===== src/rtl/pipeline_fetch.sv =====
`default_nettype none
`timescale 1ns/1ps
// ============================================================================
// Module   : pipeline_fetch
// Brief    : Instruction-fetch stage of the five-stage MIPS pipeline.
//            Owns the PC, issues word reads on the instruction bus, and hands
//            each fetched word to decode behind a valid/ready handshake. A
//            one-entry skid register absorbs a word that returns while decode
//            is stalled. Redirects flush local state and restart fetch.
//            Optional macro FETCH_PERF_COUNTERS_EN adds the perf_fetched and
//            perf_stall counters.
// Revision : 1.0 - initial release
// ============================================================================

package pipeline_fetch_pkg;
    typedef struct packed {
        logic [31:0] pc;
        logic [31:0] instruction;
        logic        jump;
    } fetch_data_t;
endpackage

module pipeline_fetch
    import pipeline_fetch_pkg::*;
#(
    parameter logic [31:0] RESET_PC = 32'hBFC0_0000
) (
    input  logic        clk,
    input  logic        reset,
    output logic        ireq_valid,
    output logic [31:0] ireq_addr,
    input  logic        iresp_addr_ok,
    input  logic        iresp_data_ok,
    input  logic [31:0] iresp_data,
    input  logic        redirect_valid,
    input  logic [31:0] redirect_pc,
    output logic        out_valid,
    input  logic        out_ready,
    output fetch_data_t dataF
`ifdef FETCH_PERF_COUNTERS_EN
    ,
    output logic [31:0] perf_fetched,
    output logic [31:0] perf_stall
`endif
);

    typedef enum logic [1:0] {
        S_REQ  = 2'd0,
        S_WAIT = 2'd1,
        S_HOLD = 2'd2
    } state_t;

    state_t      state_q, state_d;
    logic [31:0] pc_q, pc_d;
    // Bus address register: frozen while a request waits for addr_ok, so a
    // redirect can move pc without disturbing the outstanding request.
    logic [31:0] addr_q, addr_d;
    logic        drop_q, drop_d;
    logic        out_valid_q, out_valid_d;
    fetch_data_t out_data_q, out_data_d;
    fetch_data_t skid_q, skid_d;

    logic        w_consume;
    logic [31:0] w_redirect_pc;
    fetch_data_t w_word;

    assign w_consume     = out_valid_q & out_ready;
    // Masking keeps every redirect_pc bit in use while forcing word alignment.
    assign w_redirect_pc = redirect_pc & 32'hFFFF_FFFC;

    assign w_word.pc          = pc_q;
    assign w_word.instruction = iresp_data;
    assign w_word.jump        = (iresp_data[31:26] == 6'b000010);

    assign ireq_valid = (state_q == S_REQ) & ~reset;
    assign ireq_addr  = addr_q;
    assign out_valid  = out_valid_q;
    assign dataF      = out_data_q;

    // Next-state, PC, drop, output-register and skid updates.
    always_comb begin
        state_d     = state_q;
        pc_d        = pc_q;
        drop_d      = drop_q;
        out_valid_d = out_valid_q;
        out_data_d  = out_data_q;
        skid_d      = skid_q;

        if (w_consume) begin
            out_valid_d = 1'b0;
        end

        if (redirect_valid) begin
            out_valid_d = 1'b0;
            skid_d      = '0;
            pc_d        = w_redirect_pc;
            case (state_q)
                S_REQ: begin
                    // The request on the bus must run to completion; its
                    // response will be discarded.
                    drop_d  = 1'b1;
                    state_d = iresp_addr_ok ? S_WAIT : S_REQ;
                end
                S_WAIT: begin
                    if (iresp_data_ok) begin
                        drop_d  = 1'b0;
                        state_d = S_REQ;
                    end else begin
                        drop_d  = 1'b1;
                    end
                end
                default: begin
                    state_d = S_REQ;
                end
            endcase
        end else begin
            case (state_q)
                S_REQ: begin
                    if (iresp_addr_ok) begin
                        state_d = S_WAIT;
                    end
                end
                S_WAIT: begin
                    if (iresp_data_ok) begin
                        if (drop_q) begin
                            drop_d  = 1'b0;
                            state_d = S_REQ;
                        end else begin
                            pc_d = pc_q + 32'd4;
                            if (!out_valid_q || out_ready) begin
                                out_data_d  = w_word;
                                out_valid_d = 1'b1;
                                state_d     = S_REQ;
                            end else begin
                                skid_d  = w_word;
                                state_d = S_HOLD;
                            end
                        end
                    end
                end
                S_HOLD: begin
                    if (w_consume) begin
                        out_data_d  = skid_q;
                        out_valid_d = 1'b1;
                        skid_d      = '0;
                        state_d     = S_REQ;
                    end
                end
                default: begin
                    state_d = S_REQ;
                end
            endcase
        end

        if ((state_q == S_REQ) && !iresp_addr_ok) begin
            addr_d = addr_q;
        end else begin
            addr_d = pc_d;
        end
    end

    // State and datapath registers with synchronous reset.
    always_ff @(posedge clk) begin
        if (reset) begin
            state_q     <= S_REQ;
            pc_q        <= RESET_PC;
            addr_q      <= RESET_PC;
            drop_q      <= 1'b0;
            out_valid_q <= 1'b0;
            out_data_q  <= '0;
            skid_q      <= '0;
        end else begin
            state_q     <= state_d;
            pc_q        <= pc_d;
            addr_q      <= addr_d;
            drop_q      <= drop_d;
            out_valid_q <= out_valid_d;
            out_data_q  <= out_data_d;
            skid_q      <= skid_d;
        end
    end

`ifdef FETCH_PERF_COUNTERS_EN
    logic [31:0] perf_fetched_q;
    logic [31:0] perf_stall_q;

    // Handshake and decode-stall counters; redirects leave them running.
    always_ff @(posedge clk) begin
        if (reset) begin
            perf_fetched_q <= '0;
            perf_stall_q   <= '0;
        end else begin
            if (w_consume) begin
                perf_fetched_q <= perf_fetched_q + 32'd1;
            end
            if (out_valid_q && !out_ready) begin
                perf_stall_q <= perf_stall_q + 32'd1;
            end
        end
    end

    assign perf_fetched = perf_fetched_q;
    assign perf_stall   = perf_stall_q;
`endif

endmodule

`default_nettype wire


===== config.mk =====
export PLATFORM = sky130hd
export DESIGN_NAME = pipeline_fetch
export DESIGN_NICKNAME = d
export VERILOG_FILES = /design/src/rtl/pipeline_fetch.sv
export SDC_FILE = /design/constraint.sdc
export NUM_CORES = 1
export LEC_CHECK = 0
export CORE_ASPECT_RATIO = 0.7
export CORE_MARGIN = 2
export CORE_UTILIZATION = 52
export CTS_CLUSTER_DIAMETER = 50
export DETAILED_ROUTE_END_ITERATION = 8
export GPL_TIMING_DRIVEN = 0
export HOLD_SLACK_MARGIN = 0.06
export PLACE_DENSITY = 0.79
export SLEW_MARGIN = 10
export SYNTH_ARGS = -nofsm -noshare
export SYNTH_HDL_FRONTEND = slang
export SYNTH_SLANG_ARGS = --single-unit

===== constraint.sdc =====
create_clock -name clk -period 2.64 [get_ports clk]
set_input_delay 0.264 -clock clk [delete_from_list [all_inputs] [get_ports clk]]
set_output_delay 0.264 -clock clk [all_outputs]
set_load 0.02 [all_outputs]

==> flow_summary.yaml <==
floorplan:
  die_w_um: 157
  start_util: 0.525
  ioPinCount: 169
  rows: 39
  die_h_um: 111
  fp.dieArea_mm2: 0.0174
  core-area_mm2: 0.0162
critical_path:
  r2r_cells: 8
  reg2reg_from: "state_q[1]"
  endpoint_kind: "output pin"
  ff2ff_setup_slack_ps: 90
  cp.arrival_ps: 2290
  required_ps: 2380
  critical_path_class: "primary input to output pin"
  path_buf_inv: 4
  crit_slowest_cell: "clkdlybuf4s50_1"
  r2r-end: "pc_q[27]"
  start_kind: "primary input"
  critPathMaxFanout: 10
  max_stage_delay_ps: 550
  crit_path_frequent_cell: "clkdlybuf4s50_1"
  critPathTopFamily: "buffers and inverters"
  cp_cell_sequence: "clkdlybuf4s50_1 -> clkbuf_1 -> clkbuf_2 -> nor2b_1 -> clkdlybuf4s50_1"
route:
  antenna_left: 0
  via_count: 8380
  drc: 0
  drt_pass1_iterations: 6
  wl_per_cell_um: 17.4
  viasPerCell: 5.67
  routed_wirelength_mm: 25.7
  drt_iter0_markers: 686
timing:
  finalCritPeriodShare: 0.969
  maxSlewViolCount: 0
  skew_ps: 7.94
  setup_slack_ps: 82.1
  setup_tns_ps: 0
  setup_violations: 0
  whs_ps: 437
  tightest_slew_ps: 931
  hold_viol_final: 0
  period_minus_slack_ps: 2560
  fmax_mhz: 391
  slew_headroom: 0.373
finish:
  stdcell_area_mm2: 0.0111
  syn_to_final_growth_pct: 30.4
  fin_util: 0.685
  drive_gt1_frac: 0.0503
  antenna_cells: 0
  nNetsFinal: 1315
synthesis:
  synth_cell_types: 53
  synth_ff_type: "dfxtp_1"
  synth-xor-area-share: 0.0155
  synth_fp_nets: 1128
  yosysWarnings: 0
  synthSimpleGateAreaFrac: 0.252
  yosysMostFrequentCell: "dfxtp_1"
  synth_top_family_by_area: "simple AND/OR/NAND/NOR gates"
  synth_area_per_cell_um2: 8.05
  synth-compound-area-share: 0.205
  synth-seq-area-share: 0.467
  syn_area_mm2: 0.00849
  synth-edff-count: 0
  muxShareOfSynthArea: 0.0108
  synth_cells: 1054
  synth_common_cells: "dfxtp_1, nand2_1, a21oi_1, nor2_1, clkbuf_1"
  synth.largest_area_cell: "dfxtp_1"
  post-synth-top-area-fraction: 0.467
  synthArstFlopShare: 0
  synth-seq-cells: 198
  synthTopCellsByArea: "dfxtp_1, a21oi_1, nand2_1"
  synth_fa_ha_area_frac: 0.00590
global_route:
  overflow: 0
  grt_pass1_wl_mm: 40.3
  antenna_found_initial: 0
  grt_usage: 0.296
  grt_max_degree: 17
  first_global_vias: 7582
worst_hold_path:
  whs_path_depth: 3
  holdCritPathClass: "primary input to flop"
  hold_end: "pc_q[13]"
  min_from: "redirect_pc[13]"
placement:
  hpwl_mm: 18.8
  dpl_worst_slack_ps: -112
  globalplace.congestion: 0.950
  port_buffers: 166
  placed_area_mm2: 0.0104
clock_tree:
  postCtsHoldBufs: 0
  clkSlewWorstSetupHoldPaths_ps: 60
  clockBufferDepth: 2
  cts.sinks: 198
  clock_latency_ps: 440
  tritoncts: "yes"
  clk_root_buffer_cell: "clkbuf_16"
  htree_levels: 4
  cts_made_buffers: 17
job:
  drv_cap: 0
pwr:
  powerDensity_mw_per_mm2: 634
  vdd.ir_drop.worst_v: 0.000453
  p_leak_uw: 0.00385
run_status:
  status: "finished clean"
## worst max-delay path by stage
stage	slack (ps)	cells past startpoint	end	startpoint
global placement	-80	5	ireq_valid	reset
detailed placement	-110	8	skid_q[13]	iresp_data_ok
floorplan	520	7	ireq_addr[22]	pc_q[2]
finish	80	5	ireq_valid	reset
CTS	30	8	pc_q[27]	state_q[1]
global route	-40	9	pc_q[25]	state_q[1]
## final cells by class
class / instances / area, µm²
sequential: 198 / 3960
fill: 1338 / 5090
buffer: 84 / 344
timing repair buffer: 168 / 1680
inverter: 13 / 48.8
tap: 225 / 282
multi-input combinational: 759 / 4150
clock inverter: 7 / 120
clock buffer: 23 / 478
## worst reg2reg max path, delay by kind of cell, from the launching register on
family	cells	cell delay, ps
DFF	1	320
adders and majority gates	1	220
and+or+nand+nor	4	1470
AOI/OAI and AO/OA	1	100
buffers and inverters	2	320
## routing by layer
| metal | up-vias | track usage | routed length, µm |
|---|---|---|---|
| met2 | 346 | 0.424 | 11000 |
| li1 | 4043 | - | - |
| met3 | 28 | 0.0645 | 2040 |
| met1 | 3963 | 0.452 | 12400 |
| met4 | 0 | 0.0679 | 254 |
| met5 | - | 0 | 0 |
## what timing repair did
| item | CTS | global route |
|---|---|---|
| hold endpoints to repair | 0 | 0 |
| pin swaps | 0 | 1 |
| cloned | 0 | 0 |
| gates resized for setup | 4 | 18 |
| setup endpoints to repair | 22 | 99 |
| buffers inserted | 0 | 2 |
## flip-flops by register name, summed over array words and instances (netlist names)
| signal | cells |
|---|---|
| ireq_addr | 32 |
| dataF | 65 |
| skid_q | 65 |
| out_valid | 1 |
| state_q | 2 |
| pc_q | 32 |
| drop_q | 1 |
## cells in the final DEF (no fill, tap or decap), types with 5 or more instances in the layout
cell,Yosys,routed
o21ai_0,20,19
clkbuf_1,68,61
nand2_1,166,166
xnor2_1,9,9
nand2b_1,14,14
nor2b_1,64,64
clkbuf_16,0,17
a21oi_1,147,147
nor2_1,100,100
clkbuf_2,0,14
o21a_1,5,5
nand4_1,11,11
nor3_1,20,20
nand3_1,26,26
a211oi_1,67,67
inv_1,13,13
nor4_1,11,11
o211ai_1,5,5
clkdlybuf4s50_1,0,166
buf_2,9,9
and4_1,5,5
and3_1,7,7
o31ai_1,9,9
dfxtp_1,198,198
mux2i_1,8,8
and2_1,8,8
o31a_1,5,5
xor2_1,6,6
## stage by stage
step	total power (µW)	cells
2_1_floorplan	3880	1054
3_5_place_dp	4390	1445
5_1_grt	7250	1477
3_3_place_gp	4370	1445
6_report	7020	1477
4_1_cts	7020	1475
## cells by family (layout without fill, tap and decap cells)
family	Yosys count	count (layout)
compound gates	284	284
xor+xnor	15	15
fa+ha+maj	4	4
buf+inv	97	295
flops	198	198
mux	9	9
simple gates	447	447
## where the power goes
part	internal (µW)	total (µW)	switching [µW]
clock network	1560	2670	1110
registers	3140	3250	113
logic	491	1090	603
No activity file was read; power rests on OpenSTA's default activity.
